## src/rtl/lsu_sequencer.sv

```systemverilog
// lsu_sequencer: multi-cycle load/store sequencer between execute and a req/gnt data-memory bus.
// Ports: clk/rst (sync, active-high); req_* op from execute (valid/ready, we, func3, addr, wdata, rd);
// mem_* bus (req/gnt handshake, we, word addr, wstrb, lane-replicated wdata, rvalid/rdata);
// rsp_* one-cycle completion (rdata extended, rd, err); busy = not idle. All outputs registered.
// Optional: define LSU_TIMEOUT_EN to abort an op after TIMEOUT_CYC cycles stuck in ISSUE or WAIT.
module lsu_sequencer #(
  parameter int XLEN = 32
`ifdef LSU_TIMEOUT_EN
  , parameter int TIMEOUT_CYC = 15
`endif
) (
  input  logic            clk,
  input  logic            rst,
  input  logic            req_valid,
  output logic            req_ready,
  input  logic            req_we,
  input  logic [2:0]      req_func3,
  input  logic [XLEN-1:0] req_addr,
  input  logic [XLEN-1:0] req_wdata,
  input  logic [4:0]      req_rd,
  output logic            mem_req,
  output logic            mem_we,
  output logic [XLEN-1:0] mem_addr,
  output logic [3:0]      mem_wstrb,
  output logic [XLEN-1:0] mem_wdata,
  input  logic            mem_gnt,
  input  logic            mem_rvalid,
  input  logic [XLEN-1:0] mem_rdata,
  output logic            rsp_valid,
  output logic [XLEN-1:0] rsp_rdata,
  output logic [4:0]      rsp_rd,
  output logic            rsp_err,
  output logic            busy
);
  typedef enum logic [1:0] {IDLE, ISSUE, WAIT, RESP} state_t;
  state_t state;
  logic we;
  logic [2:0] f3;
  logic [1:0] a_lo;
  logic [4:0] rd;
  logic bad;
  logic [3:0] strb;
  logic [XLEN-1:0] wd, sh, ld;
`ifdef LSU_TIMEOUT_EN
  localparam int CW = $clog2(TIMEOUT_CYC + 1);
  logic [CW-1:0] cnt;
`endif
  always_comb begin
    bad = (req_func3[1:0] == 2'd1 && req_addr[0]) || (req_func3[1:0] == 2'd2 && |req_addr[1:0]) ||
          (req_we ? req_func3 > 3'd2 : (req_func3 == 3'd3 || req_func3[2:1] == 2'b11));
    strb = req_func3[1:0] == 2'd0 ? 4'b0001 << req_addr[1:0] :
           req_func3[1:0] == 2'd1 ? 4'b0011 << {req_addr[1], 1'b0} : 4'b1111;
    wd = req_func3[1:0] == 2'd0 ? {(XLEN/8){req_wdata[7:0]}} :
         req_func3[1:0] == 2'd1 ? {(XLEN/16){req_wdata[15:0]}} : req_wdata;
    // func3[2] selects zero-extension (LBU/LHU); func3[1] selects a full word.
    sh = mem_rdata >> {a_lo, 3'b000};
    ld = f3[1] ? sh :
         f3[0] ? {{(XLEN-16){~f3[2] & sh[15]}}, sh[15:0]} : {{(XLEN-8){~f3[2] & sh[7]}}, sh[7:0]};
  end
  always_ff @(posedge clk) begin
    if (rst) begin
      state <= IDLE;
      req_ready <= 1'b1;
      mem_req <= 1'b0;
      mem_we <= 1'b0;
      mem_addr <= '0;
      mem_wstrb <= '0;
      mem_wdata <= '0;
      rsp_valid <= 1'b0;
      rsp_rdata <= '0;
      rsp_rd <= '0;
      rsp_err <= 1'b0;
      busy <= 1'b0;
      we <= 1'b0;
      f3 <= '0;
      a_lo <= '0;
      rd <= '0;
`ifdef LSU_TIMEOUT_EN
      cnt <= '0;
`endif
    end else begin
      case (state)
        IDLE: if (req_valid) begin
          we <= req_we;
          f3 <= req_func3;
          a_lo <= req_addr[1:0];
          rd <= req_rd;
          req_ready <= 1'b0;
          busy <= 1'b1;
          if (bad) begin
            state <= RESP;
            rsp_valid <= 1'b1;
            rsp_err <= 1'b1;
            rsp_rd <= req_rd;
          end else begin
            state <= ISSUE;
            mem_req <= 1'b1;
            mem_we <= req_we;
            mem_addr <= {req_addr[XLEN-1:2], 2'b00};
            mem_wstrb <= req_we ? strb : 4'b0000;
            mem_wdata <= req_we ? wd : '0;
`ifdef LSU_TIMEOUT_EN
            cnt <= '0;
`endif
          end
        end
        ISSUE: if (mem_gnt) begin
          mem_req <= 1'b0;
          if (we || mem_rvalid) begin
            state <= RESP;
            rsp_valid <= 1'b1;
            rsp_rd <= rd;
            rsp_rdata <= we ? '0 : ld;
          end else begin
            state <= WAIT;
`ifdef LSU_TIMEOUT_EN
            cnt <= '0;
`endif
          end
        end
`ifdef LSU_TIMEOUT_EN
        else if (cnt == CW'(TIMEOUT_CYC - 1)) begin
          state <= RESP;
          mem_req <= 1'b0;
          rsp_valid <= 1'b1;
          rsp_err <= 1'b1;
          rsp_rd <= rd;
        end else cnt <= cnt + 1'b1;
`endif
        WAIT: if (mem_rvalid) begin
          state <= RESP;
          rsp_valid <= 1'b1;
          rsp_rd <= rd;
          rsp_rdata <= ld;
        end
`ifdef LSU_TIMEOUT_EN
        else if (cnt == CW'(TIMEOUT_CYC - 1)) begin
          state <= RESP;
          rsp_valid <= 1'b1;
          rsp_err <= 1'b1;
          rsp_rd <= rd;
        end else cnt <= cnt + 1'b1;
`endif
        default: begin
          state <= IDLE;
          rsp_valid <= 1'b0;
          rsp_err <= 1'b0;
          rsp_rdata <= '0;
          rsp_rd <= '0;
          req_ready <= 1'b1;
          busy <= 1'b0;
        end
      endcase
    end
  end
endmodule
```

## config.mk

```make
export PLATFORM = sky130hd
export DESIGN_NAME = lsu_sequencer
export DESIGN_NICKNAME = d
export VERILOG_FILES = /design/src/rtl/lsu_sequencer.sv
export SDC_FILE = /design/constraint.sdc
export NUM_CORES = 1
export LEC_CHECK = 0
export CAP_MARGIN = 30
export CELL_PAD_IN_SITES_DETAIL_PLACEMENT = 0
export CELL_PAD_IN_SITES_GLOBAL_PLACEMENT = 1
export CORE_MARGIN = 4
export CORE_UTILIZATION = 35
export CTS_BUF_LIST = sky130_fd_sc_hd__clkbuf_4
export DETAILED_ROUTE_END_ITERATION = 10
export PLACE_DENSITY = 0.85
export RECOVER_POWER = 25
export SYNTH_ARGS = -nofsm -noshare
export SYNTH_HDL_FRONTEND = slang
export SYNTH_SLANG_ARGS = --single-unit
```

## constraint.sdc

```tcl
create_clock -name clk -period 6.1 [get_ports clk]
set_input_delay 1.22 -clock clk [delete_from_list [all_inputs] [get_ports clk]]
set_output_delay 1.22 -clock clk [all_outputs]
set_load 0.02 [all_outputs]
```

==> flow_summary.ini, run 1 <==
[run_status]
outcome = complete, no violations

[sta]
setup_violations = 0
fin_setup_tns_ns = 0
fmax_mhz = 302
worst_pin_slew_ns = 1.08
finalCritPeriodShare_pct = 54.3
finalCriticalPeriod_ns = 3.31
rsz0062_at_grt = false
layout_setup_ws_ns = 2.79
report.final.slew_viol_count = 0
timing_hold_violations_final = 0
maxSlewHeadroom_pct = 27.8
skew_ns = 0.00679

[final_layout]
final_nets = 944
design_area_sq_um = 8030
syn_to_final_growth_pct = 46.8
final_core_util_pct = 52.6
stdcell_count = 1052
drive_gt1_share_pct = 7.62

[global_routing]
grt_max_degree = 99
grt_pass1_wl_um = 28200
grtUsageTotal_pct = 19.6
overflow = 0
grt_pass1_vias = 5481
antenna_found_initial = 1

[clock_network]
htreeDepth = 4
cts_sinks = 122
clk_path_buf_depth = 2
cts_hold_buf = 0
cts-buffers-inserted = 17
insertion_delay_ns = 0.52
post-cts-setup-buffer-count = 0
cts_root_buf = clkbuf_4
tritoncts = yes
ctsResizeCount = 0
clk_pin_slew_ns = 0.10

[setup_path]
cp-end-kind = register
r2r_cells = 7
crit_type = in2reg
start_kind = input pin
reg2reg_from = state[1]$_SDFFE_PP0P_
required_ns = 6.55
reg2reg_to = rsp_rdata[31]$_SDFFE_PP0P_
reg2reg_slack_ns = 3.45
arrival_ns = 3.75
crit_start = req_func3[0]
crit_fanout = 18

[route]
routedWlPerCell_um = 16.9
vias = 5414
dr.pass1.iters = 5
ant_nets = 0
drt_iter0_markers = 225
vias_per_cell = 5.15
post-route-drc-count = 0
wl_um = 17800

[power]
netSwitchingPower_uw = 815
power_density_nw_per_um2 = 284
p_leak_nw = 2.91
seqPwrFrac_pct = 41.2
pwr-share-clk_pct = 22.9
p_int_mw = 1.47
irDropWorstVdd_uv = 162
pwr-share-comb_pct = 35.9
swShare_pct = 35.7

[synth]
async_flop_share_pct = 0
yosysUniqueCellTypes = 45
synth_ff_type = dfxtp_1
syn-instance-count = 631
synthesis.area_sq_um = 5470
synth_edf_count = 0
synth_common_cells = dfxtp_1, nand2_1, a21oi_1
syn_avg_cell_area_sq_um = 8.67
yosysTopAreaCellShare_pct = 44.7
ys_seq_elements = 122
yosysWarnings = 0
ys_seq_area_share_pct = 44.7
yosys.area.top_type = dfxtp_1
synth.most_common_cell = dfxtp_1
synth_area_leaders = dfxtp_1, nand2_1, mux2i_1

[worst_hold_path]
min_from = rd[3]$_SDFFE_PP0P_
hold_class = reg2reg
holdPathStages = 2
worstHoldEndpoint = rd[3]$_SDFFE_PP0P_

[die]
pin_count = 221
row_count = 45
core-area_sq_um = 15300
dieArea_sq_um = 17700
die_h_um = 133
die_x_um = 133
start_util_pct = 35.8

[placement]
place_inst = 1020
placed_cell_area_sq_um = 7780
portBuffers = 218
gp_congestion = 0.882
dp_slack_ns = 1.96
dpl.hpwl_um = 13100

[job]
maxCapViolations = 0
-- state kept, by name, summed over array words and instances, names as in the netlist --
register	flops
busy	1
mem_req	1
we	1
f3	3
rd	5
rsp_valid	1
mem_wdata	32
req_ready	1
rsp_rd	5
rsp_err	1
rsp_rdata	32
mem_addr	30
mem_we	1
a_lo	2
state	2
mem_wstrb	4
-- cells in the final DEF (no fill, tap or decap), types with 8 or more instances in the layout --
cell type	synthesis	layout
clkbuf_4	0	19
a22oi_1	39	39
a22o_1	24	24
dfxtp_1	122	122
a21oi_1	70	69
nand4_1	8	8
mux2_2	17	17
dlygate4sd3_1	0	29
nor2_1	50	50
nor2b_1	8	8
o21ai_0	44	44
mux2i_1	39	39
nand2_1	111	111
clkdlybuf4s50_1	0	188
-- per-stage QoR --
stage	power [mW]	hold slack, ns
floorplan	1.46	0.436
global placement	1.76	0.443
detailed placement	1.78	0.448
CTS	2.31	0.462
global route	2.42	0.482
finish	2.28	0.459
-- power by group through the flow --
stage / clock network [mW] / logic, mW / registers [mW]
floorplan: 0 / 0.437 / 1.03
global placement: 0 / 0.804 / 0.956
detailed placement: 0 / 0.826 / 0.958
CTS: 0.539 / 0.830 / 0.941
global route: 0.572 / 0.894 / 0.951
finish: 0.522 / 0.819 / 0.939
-- how the worst max path moves through the flow --
stage                                            to  slack [ns]  cells after the start
after detailed placement     rsp_rd[2]$_SDFFE_PP0P_        1.96                      5
after CTS                    rsp_rd[2]$_SDFFE_PP0P_        2.53                      5
after global placement    mem_addr[14]$_SDFFE_PP0P_        1.98                      6
final                      mem_addr[7]$_SDFFE_PP0P_        2.79                      6
after global routing      mem_addr[13]$_SDFFE_PP0P_        2.70                      6
after floorplan                 mem_we$_SDFFE_PP0P_        3.55                      7
-- final cells by class --
| type | instances | area (sq um) |
|---|---|---|
| multi-input cells | 456 | 2780 |
| fillers | 1425 | 7230 |
| inverters | 4 | 15.0 |
| flip-flops and latches | 122 | 2440 |
| diodes | 1 | 2.50 |
| clock inverters | 12 | 109 |
| clock buffers | 18 | 135 |
| repair buffers | 228 | 2270 |
| well taps | 211 | 264 |
-- cell families (layout without fill, tap and decap cells) --
logic type,count (synthesis),in the layout,share of synthesized area (%)
AO/OA/AOI/OAI,193,193,22.1
adder cells (fa/ha/maj),5,5,1.14
buffers and inverters,54,262,4.78
flip-flops,122,122,44.7
multiplexers,57,57,11.0
other,1,3,0.0686
AND/OR/NAND/NOR,199,199,16.2
-- worst max-delay path, cell delays in order --
cell	delay (ns)
clkdlybuf4s50_1	0.85
or4_1	0.68
a21oi_2	0.55
buf_8	0.24
nand2_1	0.07
a21oi_1	0.13
-- metal layers --
layer | part of all wire [%] | GRT usage, % | vias to the layer above
li1 | - | - | 2626
met3 | 10 | 8.56 | 19
met5 | 0 | 0 | -
met2 | 47 | 31.5 | 213
met1 | 42 | 23.7 | 2556
met4 | 1.3 | 6.12 | 0
(Power assumes the default switching activity.)
==> run 2: changes to the inputs <==
--- a/config.mk
+++ b/config.mk
@@ -9,10 +9,10 @@
 export CELL_PAD_IN_SITES_DETAIL_PLACEMENT = 0
 export CELL_PAD_IN_SITES_GLOBAL_PLACEMENT = 1
 export CORE_MARGIN = 4
-export CORE_UTILIZATION = 35
+export CORE_UTILIZATION = 29
 export CTS_BUF_LIST = sky130_fd_sc_hd__clkbuf_4
 export DETAILED_ROUTE_END_ITERATION = 10
-export PLACE_DENSITY = 0.85
+export PLACE_DENSITY = 0.75
 export RECOVER_POWER = 25
 export SYNTH_ARGS = -nofsm -noshare
 export SYNTH_HDL_FRONTEND = slang
==> constraint.sdc (replaced) <==
create_clock -name clk -period 2.7 [get_ports clk]
set_input_delay 0.54 -clock clk [delete_from_list [all_inputs] [get_ports clk]]
set_output_delay 0.54 -clock clk [all_outputs]
set_load 0.02 [all_outputs]
==> run 2 against run 1 <==
Effect of this change:
- sequential share of layout area shrank 0.60 points
- wire length rose by 2.8%
- first-iteration DRC count up 30%
- power rose by 140%
- sequential cell count is the same
- clock skew is 0.017 ns higher
- critical path depth unchanged
- hold slack worse by 0.098 ns
- clock power grew to 2.9 times the previous value
- combinational power increased by 130%
- final area rose by 2.0%
- non-clock buffer count rose by 14
- largest power group unchanged
==> flow_summary.ini, run 2 (same netlist as run 1, synthesis figures left out) <==
[run_status]
outcome = complete, no violations

[die]
start_util_pct = 29.9
row_count = 49
pin_count = 221
die_x_um = 145
die_h_um = 145
dieArea_sq_um = 21100
core-area_sq_um = 18300

[setup_path]
required_ns = 3.15
arrival_ns = 2.91
crit_type = reg2reg
crit_fanout = 16
cp-end-kind = register
start_kind = register

[clock_network]
cts_root_buf = clkbuf_4
clk_pin_slew_ns = 0.12
clk_path_buf_depth = 2
cts-buffers-inserted = 17
cts_sinks = 122
htreeDepth = 4
insertion_delay_ns = 0.53
ctsResizeCount = 0
post-cts-setup-buffer-count = 0
tritoncts = yes
cts_hold_buf = 0

[placement]
dpl.hpwl_um = 13000
portBuffers = 218
place_inst = 1053
gp_congestion = 0.760

[sta]
rsz0062_at_grt = false
setup_violations = 0
timing_hold_violations_final = 0
worst_pin_slew_ns = 0.929
skew_ns = 0.0239
fmax_mhz = 407
fin_setup_tns_ns = 0
finalCritPeriodShare_pct = 91.0
finalCriticalPeriod_ns = 2.46
maxSlewHeadroom_pct = 37.8
report.final.slew_viol_count = 0

[global_routing]
overflow = 0
grt_max_degree = 77
grtUsageMet2_pct = 24.1
grtUsageMet1_pct = 21.5
antenna_found_initial = 1
grtUsageTotal_pct = 16.8
grt_pass1_vias = 5237
grt-busiest-layer = met2
grt_use_met3_pct = 9.39
grt_pass1_wl_um = 28700

[route]
drt_iter0_markers = 293
ant_nets = 0
vias = 5330
routedWlPerCell_um = 16.8
post-route-drc-count = 0
wl_um = 18300
vias_per_cell = 4.91
dr.pass1.iters = 5

[final_layout]
syn_to_final_growth_pct = 49.7
reg_top3 = mem_wdata: 32 flops, rsp_rdata: 32 flops, mem_addr: 30 flops
final_common_cell = clkdlybuf4s50_1
final_nets = 958
drive_gt1_share_pct = 9.23
stdcell_count = 1086
final_cell_mix = clkdlybuf4s50_1, dfxtp_1, nand2_1
final_core_util_pct = 44.8

[power]
p_leak_nw = 2.91
power_density_nw_per_um2 = 676
irDropWorstVdd_uv = 342

[job]
maxCapViolations = 0

[worst_hold_path]
hold_class = in2reg
## run 2: cell types whose count changed in the layout (fill, tap and decap cells not counted), moves of 2 or more
| cell | before | now |
|---|---|---|
| clkdlybuf4s50_1 | 188 | 217 |
| clkbuf_2 | 0 | 2 |
| clkinv_2 | 6 | 2 |
| clkbuf_1 | 2 | 4 |
| clkinv_1 | 3 | 1 |
| inv_6 | 0 | 4 |
| dlygate4sd3_1 | 29 | 0 |
| bufinv_16 | 2 | 4 |
| buf_4 | 6 | 18 |
## run 2: report_power, final
group / switching [mW] / internal (mW) / total (mW)
clock network: 0.760 / 0.752 / 1.51
registers: 0.120 / 1.99 / 2.11
logic: 1.09 / 0.820 / 1.91
## run 2: through the flow
stage	hold slack [ns]	power, mW	setup slack [ns]	cell area, sq um
final	0.361	5.53	0.243	8190
after global routing	0.314	5.88	0.0142	8190
after CTS	0.319	5.66	0.189	8250
after global placement	0.441	4.12	0.118	7920
after floorplan	0.436	3.31	0.651	5470
after detailed placement	0.446	4.12	0.0817	7920
## run 2: worst paths after layout
path	to	cells after the start	slack, ns	start
worst max-delay path	rsp_rdata[29]$_SDFFE_PP0P_	6	0.24	state[1]$_SDFFE_PP0P_
worst min-delay path	rsp_rd[4]$_SDFFE_PP0P_	2	0.36	rst
worst max register to register	rsp_rdata[29]$_SDFFE_PP0P_	6	0.24	state[1]$_SDFFE_PP0P_
worst min register to register	mem_addr[10]$_SDFFE_PP0P_	2	0.46	mem_addr[10]$_SDFFE_PP0P_
## run 2: layer usage
| layer | routed length, um | vias to the layer above |
|---|---|---|
| met5 | 0 | - |
| met2 | 7430 | 213 |
| li1 | - | 2663 |
| met1 | 8250 | 2437 |
| met3 | 2320 | 17 |
| met4 | 275 | 0 |
## run 2: area by class of cell
cell class	count	area [sq um]
multi-input cells	456	2770
clock buffers	18	135
flip-flops and latches	122	2440
repair buffers	242	2340
well taps	229	287
fillers	1825	10100
diodes	1	2.50
clock inverters	14	193
inverters	4	15.0
## run 2: critical path, cell delays in order (launching register included)
cell	delay [ns]
dfxtp_1	0.36
inv_1	0.11
ha_1	0.26
nor2b_1	0.29
o21ai_0	0.28
nor4b_4	0.85
a22o_1	0.23
==> run 3: changes to the inputs <==
--- a/config.mk
+++ b/config.mk
@@ -9,10 +9,10 @@
 export CELL_PAD_IN_SITES_DETAIL_PLACEMENT = 0
 export CELL_PAD_IN_SITES_GLOBAL_PLACEMENT = 1
 export CORE_MARGIN = 4
-export CORE_UTILIZATION = 29
+export CORE_UTILIZATION = 32
 export CTS_BUF_LIST = sky130_fd_sc_hd__clkbuf_4
 export DETAILED_ROUTE_END_ITERATION = 10
-export PLACE_DENSITY = 0.75
+export PLACE_DENSITY = 0.78
 export RECOVER_POWER = 25
 export SYNTH_ARGS = -nofsm -noshare
 export SYNTH_HDL_FRONTEND = slang
==> constraint.sdc (replaced) <==
create_clock -name clk -period 2.5 [get_ports clk]
set_input_delay 0.5 -clock clk [delete_from_list [all_inputs] [get_ports clk]]
set_output_delay 0.5 -clock clk [all_outputs]
set_load 0.02 [all_outputs]
==> run 3 against run 2 <==
Effect of this change:
- power is 1.6% higher
- first-iteration DRC count is 9.9% lower
- non-clock buffer count is 4 higher
- sequential share of layout area hardly changed
- die area is 8.9% lower
- hold slack better by 0.10 ns
- critical path depth stayed put
- global-route usage is 1.3 points higher
- via count is 1.2% higher
- fmax is 9.4% higher
- final cell count is 0.46% lower
- largest cell class unchanged
==> flow_summary.ini, run 3 (same netlist as run 1, synthesis figures left out) <==
[run_status]
outcome = complete, no violations

[sta]
setup_violations = 0
timing_hold_violations_final = 0
skew_ns = 0.0189
report.final.slew_viol_count = 0
rsz0062_at_grt = false
finalCriticalPeriod_ns = 2.25
timing.hold.ws_ns = 0.462
finalCritPeriodShare_pct = 89.8
maxSlewHeadroom_pct = 57.3
worst_pin_slew_ns = 0.633
fmax_mhz = 445

[job]
maxCapViolations = 0

[final_layout]
final_nets = 962
syn_to_final_growth_pct = 49.9
final_cell_mix = clkdlybuf4s50_1, dfxtp_1, nand2_1
final_common_cell = clkdlybuf4s50_1
num-fill-cells = 1582
seqCellArea_sq_um = 2440
drive_gt1_share_pct = 9.65
reg_top3 = mem_wdata: 32 flops, rsp_rdata: 32 flops, mem_addr: 30 flops
multi_input_area_sq_um = 2780
design_area_sq_um = 8200

[clock_network]
cts_root_buf = clkbuf_4
ctsResizeCount = 0
cts_hold_buf = 0
post-cts-setup-buffer-count = 0
cts_sinks = 122
htreeDepth = 4
clk_path_buf_depth = 2
tritoncts = yes
clk_pin_slew_ns = 0.11
insertion_delay_ns = 0.51
cts-buffers-inserted = 17

[global_routing]
grt_pass1_wl_um = 28600
grt_max_degree = 56
grtUsageTotal_pct = 18.1
grt_pass1_vias = 5412
overflow = 0
antenna_found_initial = 1

[setup_path]
cp-end-kind = register
crit_start = state[0]$_SDFFE_PP0P_
reg2reg_from = state[0]$_SDFFE_PP0P_
crit_fanout = 12
required_ns = 2.92
arrival_ns = 2.67
crit_type = reg2reg
start_kind = register

[power]
irDropWorstVdd_uv = 348
netSwitchingPower_mw = 2.05
p_leak_nw = 2.92
power_density_nw_per_um2 = 686
p_int_mw = 3.57
seqPwrFrac_pct = 40.7
pwr-share-clk_pct = 21.9
swShare_pct = 36.5
pwr-share-comb_pct = 37.4

[route]
top_layer_used = met4
post-route-drc-count = 0
wl_um = 18100
vias = 5394
routedWlPerCell_um = 16.8
vias_per_cell = 4.99
drt_iter0_markers = 264
dr.pass1.iters = 5
wl_met3_um = 2000
wl_met2_um = 8050
wl_met1_um = 7850
ant_nets = 0

[placement]
gp_congestion = 0.862
placed_cell_area_sq_um = 7960
portBuffers = 218
dpl.hpwl_um = 13600

[worst_hold_path]
hold_class = reg2reg
min_from = mem_addr[29]$_SDFFE_PP0P_

[die]
pin_count = 221
start_util_pct = 32.9
die_x_um = 139
dieArea_sq_um = 19200
row_count = 47
die_h_um = 139
core-area_sq_um = 16600
-- run 3: changes by cell type in the layout (fill, tap and decap cells not counted), moves of 2 or more --
| cell | before | now |
|---|---|---|
| buf_12 | 0 | 5 |
| bufinv_16 | 4 | 1 |
| clkinv_2 | 2 | 5 |
| inv_6 | 4 | 1 |
| buf_4 | 18 | 20 |
| clkbuf_1 | 4 | 2 |
| clkinv_1 | 1 | 3 |
-- run 3: power groups by stage --
stage,clock network (mW),logic (mW),registers (mW)
3_3_place_gp,0,2.10,2.32
5_1_grt,1.37,2.30,2.32
6_report,1.23,2.10,2.29
2_1_floorplan,0,1.07,2.50
3_5_place_dp,0,2.12,2.33
4_1_cts,1.28,2.13,2.29
-- run 3: cell type report --
class,instances,area share [%]
Tap cell,220,3.36
Antenna cell,1,0.0305
Multi-Input combinational cell,456,33.9
Clock inverter,14,1.30
Sequential cell,122,29.8
Clock buffer,18,1.65
Inverter,4,0.183
Timing Repair Buffer,246,29.8
-- run 3: path summary, 6_finish.rpt --
path | cells after the start | end | slack (ns)
setup / recovery | 6 | rsp_rd[2]$_SDFFE_PP0P_ | 0.25
hold / removal | 2 | mem_addr[29]$_SDFFE_PP0P_ | 0.46
setup reg to reg | 6 | rsp_rd[2]$_SDFFE_PP0P_ | 0.25
hold reg to reg | 2 | mem_addr[29]$_SDFFE_PP0P_ | 0.46
-- run 3: per-stage QoR --
step           instances  power [mW]  TNS (ns)  utilization [%]  worst slack [ns]
2_1_floorplan        632        3.57         0                -             0.451
3_3_place_gp        1047        4.42         0             47.8            0.0423
3_5_place_dp        1047        4.45   -0.0243             47.8           -0.0101
4_1_cts             1079        5.70         0             49.3             0.184
5_1_grt             1081        5.99         0             49.3            0.0707
6_report            1081        5.62         0             49.3             0.254
-- run 3: routing by layer --
| metal | vias to the layer above | global-route usage (%) |
|---|---|---|
| met5 | - | 0 |
| met4 | 0 | 4.48 |
| met3 | 14 | 9.52 |
| met2 | 218 | 28.4 |
| met1 | 2487 | 22.0 |
| li1 | 2675 | - |
-- run 3: critical path, cell delays in order, from the launching register on --
cell and delay [ns]:
dfxtp_1 0.43, inv_1 0.10, ha_1 0.30, nor2b_4 0.16
a2111o_1 0.52, or4_1 0.51, a21oi_1 0.16
